<file path="src/rtl/gpio_pkg.sv">
// Shared register map for the memory-mapped GPIO block: default window base,
// register offsets and the bus address decoder used by mmio_gpio.
package gpio_pkg;

    localparam logic [15:0] GPIO_BASE_ADDR = 16'hC000;

    localparam logic [1:0] OUT_OFS  = 2'd0;
    localparam logic [1:0] IN_OFS   = 2'd1;
    localparam logic [1:0] EDGE_OFS = 2'd2;
    localparam logic [1:0] MASK_OFS = 2'd3;

    // Result of decoding one bus address against the four-register window.
    typedef struct packed {
        logic       hit;
        logic [1:0] ofs;
    } reg_dec_t;

    // The subtraction wraps modulo 2^16, so a window placed at the top of
    // the address space still decodes correctly.
    function automatic reg_dec_t decode_addr(input logic [15:0] addr,
                                             input logic [15:0] base);
        logic [15:0] delta;
        reg_dec_t    res;
        delta   = addr - base;
        res.hit = (delta[15:2] == 14'd0);
        res.ofs = delta[1:0];
        return res;
    endfunction

endpackage

</file>
<file path="src/rtl/gpio_in_cond.sv">
// Conditioning for one asynchronous GPIO input bit: a two-flop synchronizer,
// an optional debouncer (compiled in when GPIO_DEBOUNCE_EN is defined) and a
// rising-edge detector. A level only counts as a real sample once it has come
// out of the synchronizer (and, with debounce, out of the debouncer), so the
// reset values of these flops can never produce a false rising edge.
module gpio_in_cond #(
    parameter logic [15:0] DB_CYCLES = 16'd50000
) (
    input  logic clk,
    input  logic rst_n,
    input  logic pin_i,
    output logic level_o,
    output logic rise_o
);

    logic sync1_q, sync2_q;
    logic vld1_q, vld2_q;
    logic level, level_vld;
    logic prev_q, prev_vld_q;

    // Synchronize the pin and track when the synchronizer holds a real sample.
    // NOTE: sequential state uses non-blocking assignments so every flop
    // samples the pre-edge value of its neighbour, giving a true shift chain.
    always_ff @(posedge clk or negedge rst_n) begin
        if (!rst_n) begin
            sync1_q <= 1'b0;
            sync2_q <= 1'b0;
            vld1_q  <= 1'b0;
            vld2_q  <= 1'b0;
        end else begin
            sync1_q <= pin_i;
            sync2_q <= sync1_q;
            vld1_q  <= 1'b1;
            vld2_q  <= vld1_q;
        end
    end

`ifdef GPIO_DEBOUNCE_EN
    // A limit of zero would never be reached; treat it as "no filtering".
    localparam logic [15:0] DB_LIMIT = (DB_CYCLES == 16'd0) ? 16'd1 : DB_CYCLES;

    logic [15:0] cnt_q, cnt_d;
    logic        run_q, run_d;
    logic        db_q, db_d;
    logic        db_vld_q, db_vld_d;

    // Count the length of the current run of identical samples; commit the
    // sample to the debounced output once the run reaches DB_LIMIT.
    // NOTE: every variable gets its hold value first so no path through the
    // block leaves it unassigned, which would otherwise infer a latch.
    always_comb begin
        cnt_d    = cnt_q;
        run_d    = run_q;
        db_d     = db_q;
        db_vld_d = db_vld_q;
        if (vld2_q) begin
            run_d = sync2_q;
            if ((cnt_q != 16'd0) && (sync2_q == run_q)) begin
                if (cnt_q != DB_LIMIT) begin
                    cnt_d = cnt_q + 16'd1;
                end
            end else begin
                cnt_d = 16'd1;
            end
            if (cnt_d == DB_LIMIT) begin
                db_d     = sync2_q;
                db_vld_d = 1'b1;
            end
        end
    end

    // Debounce state registers.
    always_ff @(posedge clk or negedge rst_n) begin
        if (!rst_n) begin
            cnt_q    <= 16'd0;
            run_q    <= 1'b0;
            db_q     <= 1'b0;
            db_vld_q <= 1'b0;
        end else begin
            cnt_q    <= cnt_d;
            run_q    <= run_d;
            db_q     <= db_d;
            db_vld_q <= db_vld_d;
        end
    end

    assign level     = db_q;
    assign level_vld = db_vld_q;
`else
    assign level     = sync2_q;
    assign level_vld = vld2_q;
`endif

    // Remember the previous conditioned level for edge detection.
    always_ff @(posedge clk or negedge rst_n) begin
        if (!rst_n) begin
            prev_q     <= 1'b0;
            prev_vld_q <= 1'b0;
        end else begin
            prev_q     <= level;
            prev_vld_q <= level_vld;
        end
    end

    // A rise needs two consecutive real samples, the older one being 0.
    assign rise_o  = level_vld & prev_vld_q & level & ~prev_q;
    assign level_o = level;

endmodule

</file>
<file path="src/rtl/mmio_gpio.sv">
// Memory-mapped GPIO peripheral: four registers (OUT, IN, EDGE, MASK) in a
// window at BASE_ADDR, sticky write-one-to-clear rising-edge flags and a
// level interrupt. Define GPIO_DEBOUNCE_EN to add per-bit input debouncing
// with a stability count of DB_CYCLES.
module mmio_gpio
    import gpio_pkg::*;
#(
    parameter logic [15:0] BASE_ADDR = GPIO_BASE_ADDR,
    parameter int unsigned OUT_W     = 10,
    parameter int unsigned IN_W      = 10,
    parameter logic [15:0] DB_CYCLES = 16'd50000
) (
    input  logic              clk,
    input  logic              rst_n,
    input  logic [15:0]       addr,
    input  logic [15:0]       wdata,
    input  logic              we,
    input  logic              re,
    output logic [15:0]       rdata,
    input  logic [IN_W-1:0]   gpio_in,
    output logic [OUT_W-1:0]  gpio_out,
    output logic              irq
);

    reg_dec_t         dec;
    logic             wr_out, wr_edge, wr_mask;
    logic [IN_W-1:0]  in_level, in_rise, edge_clr;
    logic [OUT_W-1:0] out_q, out_d;
    logic [IN_W-1:0]  mask_q, mask_d;
    logic [IN_W-1:0]  edge_q, edge_d;
    logic             unused_wdata;

    assign dec     = decode_addr(addr, BASE_ADDR);
    assign wr_out  = we & dec.hit & (dec.ofs == OUT_OFS);
    assign wr_edge = we & dec.hit & (dec.ofs == EDGE_OFS);
    assign wr_mask = we & dec.hit & (dec.ofs == MASK_OFS);

    // Data bits above the register widths are intentionally dropped.
    assign unused_wdata = ^wdata;

    for (genvar i = 0; i < IN_W; i++) begin : g_in
        gpio_in_cond #(
            .DB_CYCLES(DB_CYCLES)
        ) u_cond (
            .clk    (clk),
            .rst_n  (rst_n),
            .pin_i  (gpio_in[i]),
            .level_o(in_level[i]),
            .rise_o (in_rise[i])
        );
    end

    assign edge_clr = {IN_W{wr_edge}} & wdata[IN_W-1:0];

    // Next-state for the writable registers; a rising edge wins over a W1C.
    always_comb begin
        out_d  = out_q;
        mask_d = mask_q;
        if (wr_out) begin
            out_d = wdata[OUT_W-1:0];
        end
        if (wr_mask) begin
            mask_d = wdata[IN_W-1:0];
        end
        edge_d = (edge_q & ~edge_clr) | in_rise;
    end

    // Register file state.
    always_ff @(posedge clk or negedge rst_n) begin
        if (!rst_n) begin
            out_q  <= '0;
            mask_q <= '0;
            edge_q <= '0;
        end else begin
            out_q  <= out_d;
            mask_q <= mask_d;
            edge_q <= edge_d;
        end
    end

    // Read mux: zero-extended register value while re hits the window.
    always_comb begin
        rdata = 16'h0000;
        if (re && dec.hit) begin
            case (dec.ofs)
                OUT_OFS:  rdata = 16'(out_q);
                IN_OFS:   rdata = 16'(in_level);
                EDGE_OFS: rdata = 16'(edge_q);
                MASK_OFS: rdata = 16'(mask_q);
                default:  rdata = 16'h0000;
            endcase
        end
    end

    assign gpio_out = out_q;
    assign irq      = |(edge_q & mask_q);

endmodule

</file>
<file path="config.mk">
export PLATFORM = sky130hd
export DESIGN_NAME = mmio_gpio
export DESIGN_NICKNAME = d
export VERILOG_FILES = /design/src/rtl/gpio_pkg.sv /design/src/rtl/gpio_in_cond.sv /design/src/rtl/mmio_gpio.sv
export SDC_FILE = /design/constraint.sdc
export NUM_CORES = 1
export LEC_CHECK = 0
export BUFFER_PORTS_ARGS = -buffer_cell sky130_fd_sc_hd__clkbuf_2
export CORE_ASPECT_RATIO = 1.4
export CORE_MARGIN = 4
export CORE_UTILIZATION = 35
export DETAILED_ROUTE_END_ITERATION = 10
export HOLD_SLACK_MARGIN = 0.05
export MAX_ROUTING_LAYER = met4
export SLEW_MARGIN = 30
export SYNTH_ARGS = -nofsm -noshare
export SYNTH_HDL_FRONTEND = slang
export SYNTH_SLANG_ARGS = --single-unit
</file>
<file path="constraint.sdc">
create_clock -name clk -period 1.4 [get_ports clk]
set_input_delay 0.07 -clock clk [delete_from_list [all_inputs] [get_ports clk]]
set_output_delay 0.07 -clock clk [all_outputs]
set_load 0.05 [all_outputs]
</file>
==> results.md, run 1 <==
Run status:
- The run finished, with violations left.
- The checks that failed: negative setup slack.

Floorplan:
- The overall die width is approximately 80 um.
- The floorplan row count is 36.
- 73 I/O pins were placed.
- For this configuration, the core starts out at a cell density of around 36%.
- The core box area is 7030 sq um.
- The area of the die is a little under 9000 sq um.
- The floorplan step set the die height to roughly 110 um.

STA:
- The count of final setup violators is 27.
- Setup repair after global routing could not meet its margin everywhere.
- The number of max-slew violations in the final report was 0.
- The final worst-path cycle share is 118%.
- For this run, the top clock speed supported by timing is 604 MHz.
- Clock skew on the completed layout was measured at just under 0.008 ns.
- The final-report hold violation count came to 0.
- The post-route setup TNS is -2.93 ns.
- The slack of the critical path is -0.257 ns.
- The worst path in the final design needs a cycle of between 1.5 and 2 ns, including I/O delays and setup.

Routing:
- In the routed design, unresolved DRC markers number 0.
- In the final routed layout, each cell accounts on average for 15.5 um.
- The detail route stage leaves a number of antenna-violating nets equal to 0.
- For this block, the routed nets add up to roughly 6.2 mm of wire.
- The violation count after the first detailed-routing iteration is approximately 110.
- The post-detailed-route via-to-cell ratio is 4.65.
- The first TritonRoute pass finished after 4 iterations.
- Across all layers, the routed design uses 1,858 vias.

Synth:
- The netlist uses 25 different library cells.
- The mean area per synthesized cell is between 10 and 15 sq um.
- Sequential elements use 61.7% of the synthesized area.
- The synthesized cell area is between 2000 and 3000 sq um.
- The dominant cell type by area after synthesis is dfrtp_1.
- After synthesis the netlist holds a flip-flop and latch count of 63.
- After synthesis, the largest area contributor takes up 61.7% of total cell area.
- The synthesized instance count is between 150 and 200.
- The yosys synthesis warning count is 0.
- By area the synthesized netlist is led by dfrtp_1 (62%), mux4_2 (8.8%), mux2_4 (5.9%), mux2_2 (4.4%), o21ai_0 (3.9%).

Power:
- Internal power comes to 3240 uW.
- For this design the static power due to leakage is ~0.0019 uW.
- The switching portion of total power is about a fifth.
- The total power is roughly 4100 uW.
- The switching power is ~840 uW.
- In this run, flip-flops and latches consume 46.2% of the power.
- The clock network is responsible for between 40% and 50% of the overall power.
- The ratio of total power to cell area is about 1000 nW/um^2.
- VDD sags by at most ~660 uV.
- The proportion of power drawn by combinational gates is approximately 8%.

Final layout:
- The repair_antennas step left the layout with diodes totalling 0.
- In the layout the commonest cells are dfrtp_1 (63), clkbuf_2 (49), buf_4 (30).
- The area overhead of the layout relative to synthesis is 56.9%.
- The multi-input combinational cell area is around 1100 sq um.
- Leaving out fill and tap cells, the most frequent cell in the layout is dfrtp_1.
- The register area is 1580 sq um.
- After the last flow step, the layout net total stands at 346.
- The fraction of final layout cells with drive strength greater than 1 is ~52%.
- The total of fill cells in the finished design is ~610.
- The share of the core filled with cells is a little under three fifths.

Critical path:
- The startpoint kind of the worst setup timing path is a flop.
- The cell with the biggest individual delay on the critical path is mux4_2.
- The number of buffers and inverters on the critical path is 2.
- The worst endpoint data arrival time is roughly 1.6 ns.
- The largest driver fanout on the critical path is 2.
- The family with the most delay on the worst path is multiplexers.
- The critical path goes through buf_4 -> mux4_2 -> nor2b_4 -> buf_12.
- The endpoint type of the worst setup path is an output pin.
- The data required time of the worst path is about 1.3 ns.
- The highest cell delay on the worst timing path is ~0.45 ns.
- The type of the worst setup path is reg -> out.

Clocking:
- The tree is rooted in a clkbuf_8.
- For this design, the sink count on the clock tree is between 60 and 70.
- The post-CTS clock slew at the launch and capture registers of the worst setup and hold paths is around 0.070 ns.
- The buffer depth of the longest clock path is 2.
- The number of clock buffers inserted by TritonCTS is 9.
- The clock latency on the worst-skew pair is 0.33 ns.
- The H-tree was split into 3 levels.
- TritonCTS built the clock tree.

GRT:
- The initial antenna violation count is 0.
- The total overflow left after global routing is 0.
- The number of global-route vias before repair is 1,995.
- The maximum number of pins on one net before global-route repair is 64.
- The first global-routing pass estimated 9.91 mm of wire.
- The global-route usage over all layers is 15.9%.

Placement:
- The count of buffers from port buffering is 60.
- The wire-length estimate of the detail-placed layout is roughly 4.4 mm.
- The final estimated routing congestion in global placement is around 0.79.

Run:
- The number of max-capacitance violations reported is 0.

Worst hold path:
- The class of the tightest hold or removal check is in -> async.
-- per-stage QoR --
step / instance area (sq um) / worst slack [ns] / hold WS, ns / cells
global route: 4010 / -0.319 / 0.321 / 400
finish: 4010 / -0.257 / 0.286 / 400
floorplan: 2640 / -0.375 / -0.226 / 180
CTS: 3990 / -0.284 / 0.281 / 399
detailed placement: 3340 / -0.482 / 0.112 / 350
global placement: 3340 / -0.465 / 0.107 / 350
-- worst paths after layout --
path                                                    start                                to  slack, ns  cells past startpoint
max                                     mask_q[8]$_DFFE_PN0P_                          rdata[8]      -0.26                      4
min                                                     rst_n             mask_q[0]$_DFFE_PN0P_       0.29                      3
max reg2reg                g_in[8].u_cond.level_vld$_DFF_PN0_               edge_q[4]$_DFF_PN0_       0.47                      2
min reg2reg                  g_in[1].u_cond.sync1_q$_DFF_PN0_  g_in[1].u_cond.level_o$_DFF_PN0_       0.35                      0
max in group asynchronous                               rst_n               edge_q[2]$_DFF_PN0_       0.85                      3
min in group clk             g_in[1].u_cond.sync1_q$_DFF_PN0_  g_in[1].u_cond.level_o$_DFF_PN0_       0.35                      0
-- repair_timing --
item                                   4_1_cts  5_1_grt
endpoints found under the hold margin       99        0
setup buffers                               12        1
hold buffers                                21        0
pin swaps                                    4        2
gates resized for setup                     23        4
setup endpoints to repair                   31       31
-- synthesized netlist by cell type (all sizes together) --
cell	number
mux4	10
a221oi	1
or3	1
nand2b	10
nor2b	11
nand4	2
or4	1
dfrtp	63
a22oi	3
clkbuf	2
a22o	1
nor2	3
nand2	12
nor3b	1
buf	9
o21ai	20
nand4bb	2
mux2	20
nor4	1
conb	2
-- routing by layer --
| layer | vias up | track usage [%] | share of wire [%] |
|---|---|---|---|
| met5 | - | - | 0 |
| li1 | 859 | - | - |
| met4 | 0 | 6.16 | 1.9 |
| met2 | 65 | 26.4 | 52 |
| met3 | 14 | 4.79 | 5.5 |
| met1 | 920 | 17.9 | 41 |
-- flip-flops by register name (all words and copies together) (netlist names) --
signal                  flops
g_in.u_cond.level_vld       1
gpio_out                   10
edge_q                     10
mask_q                     10
g_in.u_cond.prev_vld_q      1
g_in.u_cond.level_o        10
g_in.u_cond.vld1_q          1
g_in.u_cond.prev_q         10
g_in.u_cond.sync1_q        10
-- worst register-to-register path, stage by stage (launching register included) --
cell and delay, ns:
dfrtp_1 0.38, nand2_1 0.27, o21ai_0 0.15
-- cell families (layout without fill, tap and decap cells) --
| kind of cell | after synthesis | in the layout | synth area share, % |
|---|---|---|---|
| flops | 63 | 63 | 61.7 |
| compound gates | 25 | 25 | 5.48 |
| simple gates | 44 | 44 | 10.7 |
| mux | 30 | 30 | 19.1 |
| buf+inv | 11 | 136 | 2.79 |
| other cells | 2 | 7 | 0.294 |
-- area by class of cell --
cell class,count,area share (%)
repair buffers,120,25.3
well taps,95,2.96
clock buffers,14,4.56
clock inverters,2,1.50
multi-input cells,106,26.3
flip-flops and latches,63,39.3
-- power by group through the flow --
stage          logic, uW  clock network, uW  registers (uW)
3_3_place_gp         262                  0            1920
2_1_floorplan        137                  0            1920
3_5_place_dp         268                  0            1920
6_report             328               1870            1890
5_1_grt              357               2000            1890
4_1_cts              332               1920            1890
Power figures use the tool's default switching activity.
==> run 2: changes to the inputs <==
--- a/config.mk
+++ b/config.mk
@@ -5,6 +5,7 @@
 export SDC_FILE = /design/constraint.sdc
 export NUM_CORES = 1
 export LEC_CHECK = 0
+export ABC_AREA = 1
 export BUFFER_PORTS_ARGS = -buffer_cell sky130_fd_sc_hd__clkbuf_2
 export CORE_ASPECT_RATIO = 1.4
 export CORE_MARGIN = 4
@@ -15,4 +16,5 @@
 export SLEW_MARGIN = 30
 export SYNTH_ARGS = -nofsm -noshare
 export SYNTH_HDL_FRONTEND = slang
+export SYNTH_HIERARCHICAL = 1
 export SYNTH_SLANG_ARGS = --single-unit
==> results.md, run 2 <==
Power:
- The ratio of total power to cell area is ~1200 nW/um^2.
- The leakage power figure is ~0.0023 uW.
- The largest voltage drop on the vdd net is between 600 and 700 uV.

Synth:
- The most instantiated flip-flop cell in the synthesis netlist is dfrtp_1.
- The area share of the largest cell type after synthesis is 66.5%.
- The synthesized netlist contains 20 unique library cells.
- The mean area per synthesized cell is 9.79 sq um.
- Yosys printed 6 warnings.
- The async set-or-reset flop fraction in the synthesized netlist is 100%.
- The number of enable flip-flop cells after synthesis is 0.
- Counting every instance in the synthesized netlist gives approximately 350.
- The synthesized cell area is ~3400 sq um.
- Ranked by instance count, the synthesized netlist is headed by nand2_1 (104), dfrtp_1 (90), inv_1 (41).
- The sequential fraction of the synthesis area is 66.5%.
- The number of register bits inferred by synthesis is 90.
- Of all cell types, the one taking the most synthesized area is dfrtp_1.
- After synthesis, the cell types taking the most area are dfrtp_1 (67%), nand2_1 (12%), inv_1 (4.5%), o21ai_1 (3.0%), nor2_2 (2.0%).
- The cell with the most instances after synthesis is nand2_1.

Floorplan:
- The die is roughly 120 um tall.
- The starting density of the core is 35.8%.
- The initialized floorplan defines 42 standard-cell rows.
- The overall die width is between 90 and 100 um.
- The area of the die is 11,300 sq um.
- The core box area is 9460 sq um.
- The I/O pin count is between 70 and 80.

Critical path:
- The worst flop-to-flop path startpoint is g_in[2].u_cond/level_o$_DFF_PN0_.
- The worst setup path is of the reg -> out kind.
- The number of cells on the worst reg-to-reg path is 5.
- Along the worst path, the maximum fanout reaches 3.
- The endpoint type of the worst setup path is an output pin.
- STA puts the critical path data arrival time at between 1 and 1.5 ns.
- The worst register-to-register path has a setup slack of about 0.54 ns.
- For the worst setup path, the data required time is around 1.3 ns.
- The endpoint of the worst register-to-register path is edge_q[2]$_DFF_PN0_.
- The worst setup path is launched from a flop.

Clocking:
- TritonCTS built the clock tree.
- The number of clock sinks is 90.
- The root buffer cell is clkbuf_16.
- The post-CTS clock slew at the launch and capture registers of the worst setup and hold paths is approximately 0.060 ns.
- CTS built an H-tree with a depth of 3.
- The buffer depth of the longest clock path is 2.
- For the worst-skew pair, the clock arrives at the later sink with an insertion delay of approximately 0.34 ns.
- The number of clock buffers inserted by TritonCTS is 9.

STA:
- Setup repair after global routing could not meet its margin everywhere.
- The worst clock skew is 0.00644 ns.
- The number of max-slew violations in the final report is 0.
- The final-report hold violation count is 0.
- The routed design could run at a clock period as short as between 1 and 1.5 ns.
- The count of final setup violators is 2.
- Across all setup checks in the final design, the least slack found is -0.0877 ns.
- Of the available clock period, the critical path in the final layout requires 106%.
- Timing would allow up to approximately 670 MHz.

Routing:
- The detailed-route via count is 2,540.
- The per-cell routed wire length is between 10 and 15 um.
- Dividing the detail-routed via count by the number of cells gives about 4.5.
- For this block, the initial DRC count from the detailed router was 101.
- The post-route DRC violation count is 0.
- The overall routed net length is 7.20 mm.
- The final antenna-violating net count is 0.
- The number of iterations in the first detailed-routing pass is 4.

Final layout:
- Summing all flip-flop and latch instances after layout gives between 2000 and 2500 sq um.
- The most common library cell in the layout ignoring fill and taps is nand2_1.
- The repair_antennas step left the layout with diodes totalling 0.
- Counting the fill cells in the layout gives 880.
- The top cell types in the final layout, fill and taps aside, are nand2_1 (96), dfrtp_1 (90), clkbuf_2 (48).
- Compared with the post-synthesis result, the final layout area differs by 40.5%.
- Cells with a size suffix above 1 make up 32.2% of the layout.
- The number of nets in the final layout is between 400 and 500.
- In the final layout, the multi-input gates occupy roughly 1000 sq um.
- For this run, the share of the core covered by cells in the final layout is between 50% and 60%.
- The total non-filler cell area in the finished layout is about 4800 sq um.

Run:
- Max-cap violations in this run came to 0.

GRT:
- The first global-routing pass estimated about 12 mm of wire.
- Entering global routing, the biggest net connects 42 pins.
- After global routing the overflow that remains totals 0.
- The number of global-route vias before repair is around 2,500.
- The initial antenna violation count is 0.
- Across every metal layer, demand over resource in global routing totals 13.7%.

Placement:
- The placed standard-cell area is around 4000 sq um.
- The count of buffers from port buffering is 60.
- The placed wire-length estimate is between 4 and 5 mm.
- OpenSTA, run right after detailed placement, puts the worst setup slack at approximately 0.14 ns.
- The final estimated routing congestion in global placement is approximately 0.81.

Run status:
- The final reports fail on negative setup slack.
- The run finished, with violations left.

Worst hold path:
- The class of the tightest hold or removal check is in -> async.
==> run 2: cell families (layout without fill, tap and decap cells) <==
group | after synthesis | in the layout | synth area share (%)
compound gates | 35 | 35 | 5.51
flops | 90 | 90 | 66.5
other cells | 11 | 16 | 1.22
buf+inv | 57 | 157 | 7.46
simple gates | 153 | 153 | 19.3
==> run 2: final cells by class <==
cell class	count	share of cell area [%]
clock buffers	11	5.31
clock inverters	5	1.29
inverters	42	3.31
multi-input cells	204	21.9
flip-flops and latches	90	47.3
well taps	110	2.89
repair buffers	99	18.0
==> run 2: metrics by stage <==
stage | hold WS [ns] | power (uW) | setup TNS (ns) | cells
floorplan | -0.226 | 2910 | -0.150 | 351
finish | 0.165 | 5550 | -0.114 | 561
CTS | 0.172 | 5600 | -0.106 | 558
detailed placement | 0.000822 | 3080 | 0 | 517
global placement | -0.00807 | 3060 | 0 | 517
global route | 0.203 | 5780 | -0.396 | 561
==> run 2: worst max-delay path, stage by stage, from the launching register on <==
cell	delay, ns
dfrtp_1	0.40
nand2_2	0.08
nand2_2	0.06
a221oi_2	0.19
nand3b_1	0.16
buf_8	0.18
==> run 2: how the worst max path moves through the flow <==
stage                     cells past startpoint        to               startpoint
after floorplan                               2  rdata[7]  gpio_out[7]$_DFFE_PN0P_
after global placement                        8  rdata[7]                  addr[1]
after detailed placement                     10  rdata[7]                 addr[12]
after CTS                                     5       irq      edge_q[4]$_DFF_PN0_
after global routing                          5       irq    mask_q[5]$_DFFE_PN0P_
final                                         5       irq    mask_q[4]$_DFFE_PN0P_
==> run 2: layer usage <==
layer / vias up / track usage [%] / wire [um]
li1: 1245 / - / -
met1: 1199 / 15.3 / 2930
met2: 77 / 22.6 / 3570
met3: 19 / 3.14 / 391
met4: 0 / 7.55 / 309
met5: - / - / 0
==> run 2: report_power, final <==
part	internal (uW)	switching, uW
sequential	2690	34.2
combinational	147	225
clock	1490	965
==> run 2: timing repair <==
item                                   CTS  global route
gates cloned                             0             0
setup endpoints to repair                1            11
setup buffers                            4             3
hold buffers                            21             0
pin swaps                                1            15
resized for setup                        7            32
endpoints found under the hold margin  129             0
==> run 3: changes to the inputs <==
--- a/config.mk
+++ b/config.mk
@@ -5,7 +5,6 @@
 export SDC_FILE = /design/constraint.sdc
 export NUM_CORES = 1
 export LEC_CHECK = 0
-export ABC_AREA = 1
 export BUFFER_PORTS_ARGS = -buffer_cell sky130_fd_sc_hd__clkbuf_2
 export CORE_ASPECT_RATIO = 1.4
 export CORE_MARGIN = 4
==> results.md, run 3 <==
Run status:
- The run finished, with violations left.
- The checks that failed: negative setup slack.

Critical path:
- On the critical path the largest part of the delay comes from compound AO/OA/AOI/OAI gates.
- STA classifies the critical path startpoint as a flop.
- For the worst setup path, the data arrival time is 1.65 ns.
- The largest driver fanout on the critical path is 3.
- On the worst path, the slowest cell contributes a delay of approximately 0.40 ns.
- The data required time of the worst path is between 1 and 1.5 ns.
- Counting both buffers and inverters, the worst setup path holds a total of 1.
- The critical path crosses 4 cells after its start point.
- Traced cell by cell, the critical path runs through a22o_1 -> a221oi_2 -> nand4_1 -> clkbuf_8.
- The worst register-to-register path has a setup slack of 0.45 ns.
- The worst setup path is captured at an output pin.
- The launching instance or port of the critical path is edge_q[8]$_DFF_PN0_.
- The endpoint identified for the worst register-to-register timing path is edge_q[0]$_DFF_PN0_.
- The cell with the biggest individual delay on the critical path is dfrtp_1.
- Following the worst setup path forward leads to its endpoint at irq.
- The worst flop-to-flop path startpoint is g_in[0].u_cond/level_o$_DFF_PN0_.
- The number of cells on the worst reg-to-reg path is 3.
- The worst setup path is of the reg -> out kind.

Synth:
- The number of distinct library cells after synthesis is 26.
- In the synthesized netlist the async set-or-reset flop fraction comes to 100%.
- The mean area per synthesized cell is approximately 16 sq um.
- The cell count after synthesis came out at 210.
- The most used flip-flop cell after synthesis is dfrtp_1.
- The cell with the most instances after synthesis is dfrtp_1.
- The number of register bits inferred by synthesis is 90.
- Sorting the synthesized cells by area gives the leading types as dfrtp_1 (68%), mux4_2 (6.8%), mux2_4 (4.5%), mux2_2 (3.4%), and4b_1 (3.0%).
- Of the post-synthesis cell area, the dominant cell type holds 68.0%.
- The largest total area in the synthesized netlist belongs to dfrtp_1.
- The commonest cells after synthesis are dfrtp_1 (90), conb_1 (11), nand2_1 (11), nor2b_1 (11).
- The number of enable flip-flop cells after synthesis is 0.
- Yosys printed 6 warnings.
- The sequential fraction of the synthesis area is between 60% and 70%.
- In this run the cell area of the synthesized design comes to 3310 sq um.

Clocking:
- The buffer depth of the longest clock path is 2.
- Clock tree synthesis inserted a total of 9 buffers.
- The number of clock sinks is 90.
- The clock latency on the worst-skew pair is 0.34 ns.
- TritonCTS built the clock tree.
- The depth of the CTS H-tree is 3.
- The post-CTS clock slew at the launch and capture registers of the worst setup and hold paths is approximately 0.060 ns.
- In this run the clock root is driven by a clkbuf_16.

Floorplan:
- The vertical extent of the die is 123 um.
- The area of the die is about 11,000 sq um.
- The overall die width is 90.2 um.
- The core region is 9130 sq um.
- The floorplan row count is between 40 and 50.
- The starting density of the core is ~36%.
- Pin placement for this block handled 73 I/O pins.

STA:
- Across the routed clock network, the largest skew measured is ~0.0043 ns.
- Across all setup checks in the final design, the least slack found is -0.321 ns.
- The post-route minimum period is between 1.5 and 2 ns.
- Timing would allow up to just under 600 MHz.
- The final-report hold violation count came to 0.
- The final worst-path cycle share is 123%.
- Setup violations remaining at the end of the flow were counted as 22.
- The number of max-slew violations in the final report is 0.
- Setup repair after global routing could not meet its margin everywhere.

Routing:
- The routed layout has slightly above 2,000 vias.
- The first TritonRoute pass finished after 4 iterations.
- The post-route DRC violation count is 0.
- The routed design uses between 3 and 4 mm of met2 wire.
- Using the TritonRoute via totals, the vias-per-cell ratio works out to approximately 4.6.
- The violation count after the first detailed-routing iteration is 63.
- After detailed routing, the total wire length is roughly 7 mm.
- The total routed wire length on the met1 layer is around 2.9 mm.
- The per-cell routed wire length is approximately 16 um.
- The count of nets left with antenna violations once routing finished came out at 0.
- The routed wire length on met3 is between 300 and 400 um.
- Routed signal wires occupy layers up through met4.

Worst hold path:
- The worst hold path belongs to the class in -> async.

GRT:
- The global-route usage over all layers is between 10 and 15%.
- After global routing the overflow that remains totals 0.
- The maximum number of pins on one net before global-route repair is 33.
- The first global-routing pass estimated around 12 mm of wire.
- The number of global-route vias before repair is between 2,000 and 2,500.
- The initial antenna violation count is 0.

Final layout:
- Summing all flip-flop and latch instances after layout gives 2250 sq um.
- The share of the core filled with cells is a little over half.
- The number of antenna repair diodes is 0.
- The multi-input combinational cell area is ~1100 sq um.
- The number of nets in the final layout is around 380.
- Relative to the synthesized area, the layout overhead comes to 48.3%.
- Leaving out fill and tap cells, the most frequent cell in the layout is dfrtp_1.
- Cells with a size suffix above 1 make up 47.1% of the layout.
- The total of fill cells in the finished design is approximately 780.
- In the layout the commonest cells are dfrtp_1 (90), clkbuf_2 (48), buf_4 (33).

Power:
- The leakage power figure is 0.00233 uW.
- The largest voltage drop on the vdd net is ~770 uV.
- For this design the ratio of total power to cell area is 1170 nW/um^2.

Placement:
- Before CTS, the worst setup slack after placement is -0.489 ns.
- The placed wire-length estimate is roughly 4.7 mm.
- The final estimated routing congestion in global placement is approximately 0.8.
- Input and output buffers added on the ports amount to 60.

Run:
- Across the run, the number of max-cap violations was 0.
==> run 3: layer usage <==
| layer | vias up | GRT usage, % |
|---|---|---|
| met5 | - | - |
| met3 | 13 | 4.02 |
| met1 | 1016 | 16.3 |
| li1 | 965 | - |
| met2 | 59 | 23.9 |
| met4 | 0 | 7.18 |
==> run 3: cells by family after synthesis <==
family / after synthesis / synth area share, %
AO/OA/AOI/OAI: 15 / 2.72
multiplexers: 30 / 14.7
buffers and inverters: 11 / 2.15
flip-flops: 90 / 68.0
AND/OR/NAND/NOR: 53 / 11.1
other: 11 / 1.25
==> run 3: layout make-up <==
type,count,share of cell area [%]
clock buffer,12,5.22
clock inverter,4,1.50
multi-input combinational,114,23.1
sequential,90,45.8
tap,107,2.73
timing repair buffer,122,21.6
==> run 3: stage by stage <==
stage,std cells,instance area [sq um],total power (uW),setup TNS (ns),hold WS [ns]
floorplan,215,3400,2940,-9.07,-0.226
finish,449,4910,5740,-3.53,0.201
CTS,447,4850,5800,-3.73,0.209
global placement,393,4100,3100,-9.89,0.0174
detailed placement,393,4100,3120,-10.69,0.0307
global route,449,4910,5980,-4.36,0.240
==> run 3: report_power, final <==
group          internal [uW]  switching (uW)
sequential              2710            44.5
clock                   1660             939
combinational            205             182
total                   4570            1170
==> run 3: worst min-delay path by stage <==
stage           from                                to
5_1_grt        rst_n  g_in[9].u_cond/sync1_q$_DFF_PN0_
3_3_place_gp   rst_n  g_in[9].u_cond/sync1_q$_DFF_PN0_
4_1_cts        rst_n  g_in[9].u_cond/sync1_q$_DFF_PN0_
2_1_floorplan  rst_n               edge_q[0]$_DFF_PN0_
6_report       rst_n  g_in[9].u_cond/sync1_q$_DFF_PN0_
3_5_place_dp   rst_n  g_in[9].u_cond/sync1_q$_DFF_PN0_
==> run 3: repair_timing <==
item / in CTS / in global routing
gates resized for setup: 15 / 9
hold buffers: 21 / 0
hold endpoints to repair: 104 / 0
cloned: 1 / 0
setup endpoints to repair: 31 / 31
pin swaps: 3 / 1
buffers inserted: 16 / 2
